## src/rtl/info_pkg.sv

```systemverilog
// Shared constants and state type for the info transmitter/receiver pair.
// Optional feature: define TRANSMIT_INFO_PARITY_EN to append one even-parity
// bit after mode (frame grows from 145 to 146 bits).
package info_pkg;
  localparam int KEY_BITS     = 128;
  localparam int ADDR_BITS    = 8;
  localparam int LOC_BITS     = 8;
  localparam int PAYLOAD_BITS = KEY_BITS + ADDR_BITS + LOC_BITS + 1;
`ifdef TRANSMIT_INFO_PARITY_EN
  localparam int FRAME_BITS   = PAYLOAD_BITS + 1;
`else
  localparam int FRAME_BITS   = PAYLOAD_BITS;
`endif
  localparam int CNT_BITS     = 8;

  typedef enum logic [1:0] {
    IDLE  = 2'd0,
    SHIFT = 2'd1,
    DONE  = 2'd2
  } tx_state_t;
endpackage

```

## src/rtl/info_piso_sr.sv

```systemverilog
// Parallel-load, MSB-first, serial-out shift register.
module info_piso_sr #(
  parameter int W = 8
) (
  input  logic         clk,
  input  logic         n_rst,
  input  logic         load,
  input  logic         shift,
  input  logic [W-1:0] load_data,
  output logic         msb
);
  logic [W-1:0] sr;

  // Load has priority over shift; zeros fill from the bottom.
  always_ff @(posedge clk or negedge n_rst) begin
    if (!n_rst)     sr <= '0;
    else if (load)  sr <= load_data;
    else if (shift) sr <= {sr[W-2:0], 1'b0};
  end

  assign msb = sr[W-1];
endmodule

```

## src/rtl/transmit_info.sv

```systemverilog
// Serialises {key, address, location, mode} MSB first, one bit per clock.
// Build option TRANSMIT_INFO_PARITY_EN appends an even-parity bit over the
// payload.
module transmit_info
  import info_pkg::*;
(
  input  logic                 clk,
  input  logic                 n_rst,
  input  logic                 start,
  input  logic                 abort,
  input  logic [KEY_BITS-1:0]  key,
  input  logic [ADDR_BITS-1:0] address,
  input  logic [LOC_BITS-1:0]  location,
  input  logic                 mode,
  output logic                 serial_out,
  output logic                 shift_enable,
  output logic                 busy,
  output logic                 done
);
  localparam logic [CNT_BITS-1:0] LAST_CNT = CNT_BITS'(FRAME_BITS - 1);

  tx_state_t                 state;
  logic [CNT_BITS-1:0]       cnt;
  logic [PAYLOAD_BITS-1:0]   payload;
  logic [FRAME_BITS-1:0]     frame_data;
  logic                      load;
  logic                      shift;
  logic                      sr_msb;

  assign payload = {key, address, location, mode};
`ifdef TRANSMIT_INFO_PARITY_EN
  assign frame_data = {payload, ^payload};
`else
  assign frame_data = payload;
`endif

  // Capture only when idle, so input changes mid-frame cannot leak in.
  assign load  = (state == IDLE) && start;
  assign shift = (state == SHIFT);

  info_piso_sr #(.W(FRAME_BITS)) u_sr (
    .clk       (clk),
    .n_rst     (n_rst),
    .load      (load),
    .shift     (shift),
    .load_data (frame_data),
    .msb       (sr_msb)
  );

  // Stale register contents never appear on the line outside a frame.
  assign serial_out = shift_enable & sr_msb;
  assign busy       = shift_enable;

  // Control FSM: IDLE -> SHIFT -> DONE -> IDLE, abort wins over completion.
  always_ff @(posedge clk or negedge n_rst) begin
    if (!n_rst) begin
      state        <= IDLE;
      cnt          <= '0;
      shift_enable <= 1'b0;
      done         <= 1'b0;
    end else begin
      done <= 1'b0;
      case (state)
        IDLE: begin
          if (start) begin
            state        <= SHIFT;
            cnt          <= '0;
            shift_enable <= 1'b1;
          end
        end
        SHIFT: begin
          if (abort) begin
            state        <= IDLE;
            cnt          <= '0;
            shift_enable <= 1'b0;
          end else if (cnt == LAST_CNT) begin
            state        <= DONE;
            cnt          <= '0;
            shift_enable <= 1'b0;
            done         <= 1'b1;
          end else begin
            cnt <= cnt + 1'b1;
          end
        end
        DONE: begin
          state <= IDLE;
        end
        default: begin
          state        <= IDLE;
          cnt          <= '0;
          shift_enable <= 1'b0;
        end
      endcase
    end
  end
endmodule
```

## config.mk

```make
export PLATFORM = sky130hd
export DESIGN_NAME = transmit_info
export DESIGN_NICKNAME = d
export VERILOG_FILES = /design/src/rtl/info_pkg.sv /design/src/rtl/info_piso_sr.sv /design/src/rtl/transmit_info.sv
export SDC_FILE = /design/constraint.sdc
export NUM_CORES = 1
export LEC_CHECK = 0
export ABC_AREA = 1
export BUFFER_PORTS_ARGS = -buffer_cell sky130_fd_sc_hd__buf_2
export CAP_MARGIN = 15
export CORE_MARGIN = 2
export CORE_UTILIZATION = 40
export CTS_BUF_LIST = sky130_fd_sc_hd__clkbuf_4 sky130_fd_sc_hd__clkbuf_8
export CTS_CLUSTER_DIAMETER = 50
export DETAILED_ROUTE_END_ITERATION = 8
export PLACE_DENSITY = 0.66
export SETUP_SLACK_MARGIN = 0.05
export SLEW_MARGIN = 20
export SYNTH_ARGS = -nofsm -noshare
export SYNTH_HDL_FRONTEND = slang
export SYNTH_SLANG_ARGS = --single-unit
```

## constraint.sdc

```tcl
create_clock -name clk -period 1.3 [get_ports clk]
set_input_delay 0.26 -clock clk [delete_from_list [all_inputs] [get_ports clk]]
set_output_delay 0.26 -clock clk [all_outputs]
set_load 0.05 [all_outputs]
```

Yosys cells after proc, flatten, opt, wreduce, memory -nomap -nowiden
Index checks and enable logic that the tools add are counted.
Word-level totals
  flip-flop bits (word level): 157
  output and inout bits: 4
Operators by class
  reductions and logical operators: 6
  muxes and demuxes: 17
  equality and inequality tests: 5
  $add $sub $neg: 1
  bitwise logic cells: 2
Operators by type and width (count)
  145-bit 2-to-1 mux: 2
  8-bit 2-to-1 mux: 3
  8-bit one-hot mux with 3 select lines: 1
  8-bit by 1-bit adder with 8-bit output, second input constant: 1
  8-bit == test, second input constant: 1
  1-bit 2-to-1 mux: 6
  2-bit 2-to-1 mux: 3
  2-bit one-hot mux with 2 select lines: 1
  2-bit AND reduction: 2
  3-bit by 2-bit inequality test with 1-bit output, second input constant: 1
  1-bit one-hot mux with 3 select lines: 1
  3-bit AND reduction: 1
  2-bit by 1-bit == test with 1-bit output, second input constant: 1
  2-bit == test, second input constant: 1
  2-bit logical NOT: 1
  2-bit inequality test, second input constant: 1
  2-bit nonzero test: 1
  1-bit AND: 1
  1-bit logical AND: 1
  1-bit inverter: 1

Logic depth before layout (Yosys ltp)
Gate-level depths: netlist of run 1.
  depth after elaboration: 4
  gate-level depth with buffers: 9
  gate-level depth less buffers: 9

Hierarchy
Synthesis of run 1 repeated with hierarchy kept, for this count alone.
Unflattened totals
  cell total of the unflattened synthesis: 890
  area total of the unflattened synthesis: 7215.7 um^2
By module, submodules not included
  info_piso_sr: times used 1, area each 6470.0 um^2, cells each 788
  transmit_info: times used 1, area each 745.7 um^2, cells each 102

Worst setup path before layout of run 1
No wires, ideal clock.
  path type: flip-flop to output port
  start: register shift_enable (netlist: busy)
  end: output serial_out
  stages on the path, launching flop included: 3
  setup slack: -16 ps
  data arrival time: 1056 ps
  path through: dfrtp_1 > nand2_1 > inv_1
Between the ends
  word-level cells in the longest chain between the ends: 1
RTL lines
  from (decl): RTL line transmit_info.sv:16  | output logic shift_enable,
  from (signal assigned): RTL line transmit_info.sv:59  | shift_enable <= 1'b0;
  from (signal assigned): RTL line transmit_info.sv:68  | shift_enable <= 1'b1;
  from (signal assigned): RTL line transmit_info.sv:75  | shift_enable <= 1'b0;
  1-bit AND: RTL line transmit_info.sv:51  | assign serial_out = shift_enable & sr_msb;
  to (decl): RTL line transmit_info.sv:15  | output logic serial_out,
No other way between the ends.

Worst setup path after layout of run 1
  start: register state[1]
  end: register cnt[0]
Between the ends
  word-level cells in the longest chain between the ends: 3
  elaborated cells on any way between the ends: 7
RTL lines
  from (decl): RTL line transmit_info.sv:22  | tx_state_t state;
  from (signal assigned): RTL line transmit_info.sv:57  | state <= IDLE;
  from (signal assigned): RTL line transmit_info.sv:66  | state <= SHIFT;
  from (signal assigned): RTL line transmit_info.sv:73  | state <= IDLE;
  2-bit logical NOT or 2-bit == test (tied branches): RTL line transmit_info.sv:63  | case (state)
  2-bit inequality test (no source line) or 1-bit inverter (tied branches)
  2-bit AND reduction (no source line)
  to (signal assigned): RTL line transmit_info.sv:82  | cnt <= cnt + 1'b1;
  to (decl): RTL line transmit_info.sv:23  | logic [CNT_BITS-1:0] cnt;
Several ways; a longest one is shown, not always the timed one.
A chain may end at the register's enable or synchronous reset.

==> results of run 1 <==
==> state kept, by name (all words and copies together), names as in the netlist <==
signal,cells
u_sr.sr,145
cnt,8
state,2
busy,1
done,1
==> cell families (layout without fill, tap and decap cells) <==
group	after synthesis	after routing	synth area share
flops	157	157	0.554
xor+xnor	3	3	0.00371
other cells	0	3	0
buf+inv	169	444	0.107
compound gates	146	146	0.181
fa+ha+maj	2	2	0.00353
simple gates	274	274	0.151
==> what timing repair did <==
item,in CTS,in global routing
buffers inserted,23,4
endpoints found under the setup margin,95,159
pin swaps,27,16
gates cloned,14,20
hold buffers,43,3
hold endpoints to repair,71,3
resized for setup,102,157
==> cell type report <==
cell class	instances	share of cell area
Multi-Input combinational cell	425	0.291
Sequential cell	157	0.347
Timing Repair Buffer	284	0.247
Antenna cell	3	0.000663
Clock buffer	24	0.0264
Tap cell	225	0.0249
Timing Repair inverter	6	0.00885
Clock inverter	7	0.00995
Inverter	123	0.0440
==> cells in the final DEF (no fill, tap or decap), types with 10 or more instances in the layout <==
master	instances
nand2_1	175
dfrtp_1	156
buf_2	147
inv_1	116
o221ai_2	61
o211ai_1	49
dlygate4sd3_1	46
nand2_2	39
nand2_4	34
buf_12	23
buf_4	22
o211ai_2	20
clkbuf_8	19
buf_16	16
clkbuf_16	13
buf_6	13
nor2_1	10
==> routing by layer <==
metal  GRT usage  up-vias
met5      0.0222        -
met4      0.0779        0
met3      0.0493       58
met2       0.383      207
met1       0.286     3279
li1            -     3043
==> final timing paths <==
kind                                 to  slack [ns]  cells past startpoint
max in group asynchronous   u_sr.sr[87]        0.48                      3
min reg2reg                u_sr.sr[131]        0.50                      2
min                         u_sr.sr[75]        0.01                      3
min in group asynchronous  u_sr.sr[142]        0.27                      2
max                              cnt[0]       -0.19                      6
max reg2reg                      cnt[0]       -0.19                      6
==> worst min-delay path: cells and delay by family <==
family,cells,cell delay [ns]
compound gates,1,0.05
buf+inv,1,0.07
simple gates,1,0.05
==> through the flow <==
| step | worst slack [ns] | setup TNS [ns] | hold WS [ns] | cells |
|---|---|---|---|---|
| finish | -0.190 | -13.95 | 0.0120 | 1254 |
| global route | -0.243 | -22.95 | 0.00376 | 1252 |
| CTS | -0.129 | -2.17 | 0.000149 | 1225 |
| detailed placement | -0.0402 | -0.413 | 0.200 | 1114 |
| global placement | -0.00541 | -0.00740 | 0.203 | 1114 |
| floorplan | 0.0776 | 0 | -0.0356 | 751 |
==> power by group <==
part | total, µW | internal, µW | switching [µW]
Combinational | 5240 | 2400 | 2840
Sequential | 6500 | 6000 | 499
Clock | 3940 | 2090 | 1850
==> out/results.ini, run 1 <==
[flow_run]
drv_cap = 0

[clocking]
htree_levels = 4
cts.sinks = 157
cts_root_buf = clkbuf_8
numCtsBuffers = 17
clock_latency_ns = 0.47
max-clock-path-buffers = 2
cts_tree = done
clk_pin_slew_ns = 0.09

[floorplan]
die_area_um2 = 18800
num_rows = 48
ioPinCount = 153
dieWidth_um = 137
initial_utilization = 0.410
coreArea_um2 = 17300
die_h_um = 137

[status]
violations = setup timing
outcome = finished with violations

[detailed_routing]
wl_met1_um = 10100
wl_per_cell_um = 19.7
drtPass1Iterations = 5
drc = 0
vias = 6587
totalWireLength_um = 24700
via_per_inst = 5.25
top_layer = met4
wl_met3_um = 1160
drtIter0Drc = 322
met2_length_um = 12600
ant_nets = 0

[yosys]
synthArstFlopShare = 1.00
synth-seq-cells = 157
yosys.area.top_type = dfrtp_1
yosysWarnings = 0
synth-edff-count = 0
synthTopCellsByArea = dfrtp_1, nand2_1, o221ai_1
synth_ff_type = dfrtp_1
synthCells = 751
seq_area_frac_synth = 0.554
synth.top_cells.by_count = nand2_1, dfrtp_1, inv_1
synth_nets = 902
yosysTopAreaCellShare = 0.554
synth.distinct_cells = 24
syn-cell-area_um2 = 7090
synth.most_common_cell = nand2_1
syn_area_per_cell_um2 = 9.43

[sta]
tightest_slew_ns = 0.405
hold_viol_final = 0
post-route-period-util = 1.15
period_minus_slack_ns = 1.49
maxClockFrequency_ghz = 0.671
rsz0062_at_grt = true
report.final.slew_viol_count = 0
finClkSkew_ns = 0.0180
setup_slack_ns = -0.190
maxSlewHeadroom = 0.729
setup_viol = 148

[worst_setup_path]
crit_path_start_kind = register
cpPeakStageDelay_ns = 0.39
crit_slowest_cell = dfrtp_1
cp_num_buf_inv = 2
timing.rr.start = state[1]
crit_start = state[1]
worst-path-max-fanout = 5
critical_path_class = reg2reg
critPathTopFamily = simple AND/OR/NAND/NOR gates
cp-end-kind = register
critical_path_required_ns = 1.68
path_cells = inv_2 > nand2_4 > nor2_1 > nand2_2 > buf_4 > o21ai_1
arrival_ns = 1.87

[layout]
syn_to_final_growth_pct = 59.7
nets = 1165
drive_gt1_frac = 0.442
postLayoutCellArea_um2 = 11300
multi_input_area_um2 = 3290
fin_util = 0.654
fill_cells = 1292
regArea_um2 = 3930

[power_and_ir_drop]
cellLeakagePower_uw = 0.00535
power_density_nw_per_um2 = 1390
power_uw = 15700
peakVddDrop_mv = 0.761

[global_routing]
grt_pass1_wl_um = 32600
grt-ovfl-total = 0
antenna_found_initial = 3
grt_max_degree = 60
gr-usage-all-layers = 0.227
grt_pass1_vias = 6491

[min_path]
min_from = key[58]
hold_class = in2reg

[placed_design]
dp_hpwl_um = 11400
io_buffers = 152
place.gp.congestion = 0.769
placed_area_um2 = 8270

Note: power is estimated with default switching activity, not from simulation.
==> run 2: changes to the inputs <==
PLACE_DENSITY = 0.64   (was 0.66)
clock period = 1.8 ns   (was 1.3 ns; I/O delays follow)
==> out/results.ini, run 2 (same netlist as run 1, synthesis figures left out) <==
[status]
outcome = completed

[placed_design]
place_ws_ns = 0.387
place.gp.congestion = 0.793
dp_hpwl_um = 11100
io_buffers = 152

[clocking]
clock_latency_ns = 0.45
cts-hold-fix-buffers = 1
max-clock-path-buffers = 2
cts_tree = done
htree_levels = 4
post_cts_buffers = 0
cts_root_buf = clkbuf_8
clk_pin_slew_ns = 0.09
cts.sinks = 157
numCtsBuffers = 17
cts_resized = 0

[detailed_routing]
drc = 0
vias = 5520
via_per_inst = 4.88
drtPass1Iterations = 4
wl_per_cell_um = 14.5
ant_nets = 0
totalWireLength_um = 16400
drtIter0Drc = 299

[power_and_ir_drop]
clkPwrFrac = 0.260
peakVddDrop_mv = 0.508
p_comb_frac = 0.231
power_uw = 9070
p_sw_uw = 2880
power.share.sequential = 0.508
power_density_nw_per_um2 = 1070
swShare = 0.318
cellLeakagePower_uw = 0.00408
intPower_uw = 6180

[min_path]
hold_path_depth = 3
min_from = key[14]
min_to = u_sr.sr[31]
hold_class = in2reg

[global_routing]
grt_max_degree = 61
gr-usage-all-layers = 0.187
antenna_found_initial = 2
grt_pass1_wl_um = 27200
grt_pass1_vias = 5524
grt-ovfl-total = 0

[sta]
finalHoldWorstSlack_ns = 0.112
period_minus_slack_ns = 1.56
finClkSkew_ns = 0.0113
post-route-period-util = 0.866
report.final.slew_viol_count = 0
setup_slack_ns = 0.242
rsz0062_at_grt = false
setup_tns_ns = 0
maxSlewHeadroom = 0.685
tightest_slew_ns = 0.472
maxClockFrequency_ghz = 0.642
setup_viol = 0
hold_viol_final = 0

[layout]
syn_to_final_growth_pct = 19.2
final_cell_mix = nand2_1, dfrtp_1, buf_2, inv_1, o221ai_1
nets = 1042
mostFrequentLayoutCell = nand2_1
largest_reg_flops = 145
regMostFlops = u_sr.sr
top_regs = u_sr.sr: 145 flops, cnt: 8 flops, state: 2 flops
fin_util = 0.488
drive_gt1_frac = 0.251

[floorplan]
coreArea_um2 = 17300
die_area_um2 = 18800
die_h_um = 137
num_rows = 48
ioPinCount = 153
initial_utilization = 0.410
dieWidth_um = 137

[worst_setup_path]
arrival_ns = 1.20
critical_path_class = reg2out
worst-path-max-fanout = 4
timing.rr.start = state[0]
critical_path_required_ns = 1.44
reg2reg_setup_slack_ns = 0.37
r2r_end = u_sr.sr[64]
crit_path_start_kind = register
reg2reg_depth = 3
cp-end-kind = primary output

[flow_run]
drv_cap = 0

## run 2: cell count changes in the layout (fill, tap and decap cells not counted), moves of 16 or more
cell and delta:
o221ai_2 -61, dlygate4sd3_1 -45, buf_4 -18, nand2_4 -32, nand2_2 -39, o221ai_1 +66, nand2_1 +73, buf_16 -16
## run 2: stage by stage
stage	cells	area, µm²
final	1131	8440
after global routing	1129	8440
after CTS	1129	8440
after detailed placement	1096	8080
after global placement	1096	8080
after floorplan	751	7090
## run 2: layer usage
metal / vias to the layer above / track usage / share of wire
met2: 121 / 0.282 / 0.45
li1: 2771 / - / -
met4: 2 / 0.0630 / 0.016
met1: 2605 / 0.263 / 0.49
met5: - / 0 / 0.00079
met3: 21 / 0.0452 / 0.044
## run 2: worst max-delay path by stage
stage	from	endpoint	slack, ns	depth (start not counted)
5_1_grt	busy	serial_out	0.15	3
2_1_floorplan	busy	serial_out	0.38	2
6_report	busy	serial_out	0.24	3
3_5_place_dp	state[0]	u_sr.sr[138]	0.39	5
3_3_place_gp	state[0]	u_sr.sr[62]	0.40	3
4_1_cts	busy	serial_out	0.20	3
## run 2: cell type report
| cell class | instances | area (µm²) |
|---|---|---|
| Antenna cell | 2 | 5.00 |
| Clock buffer | 19 | 262 |
| Clock inverter | 13 | 92.6 |
| Fill cell | 1679 | 8850 |
| Inverter | 123 | 467 |
| Multi-Input combinational cell | 425 | 2400 |
| Sequential cell | 157 | 3930 |
| Tap cell | 225 | 282 |
| Timing Repair Buffer | 167 | 1010 |
## run 2: critical path, cell delays in order (launching register included)
cell,delay (ns)
dfrtp_1,0.40
nand2_1,0.07
inv_1,0.04
buf_2,0.24
## run 2: power by group through the flow
stage                     Clock (µW)  Sequential (µW)  Combinational, µW
after detailed placement           0             4680               2120
after floorplan                    0             4620               1510
final                           2360             4610               2100
after CTS                       2430             4610               2130
after global placement             0             4650               2080
after global routing            2630             4690               2390
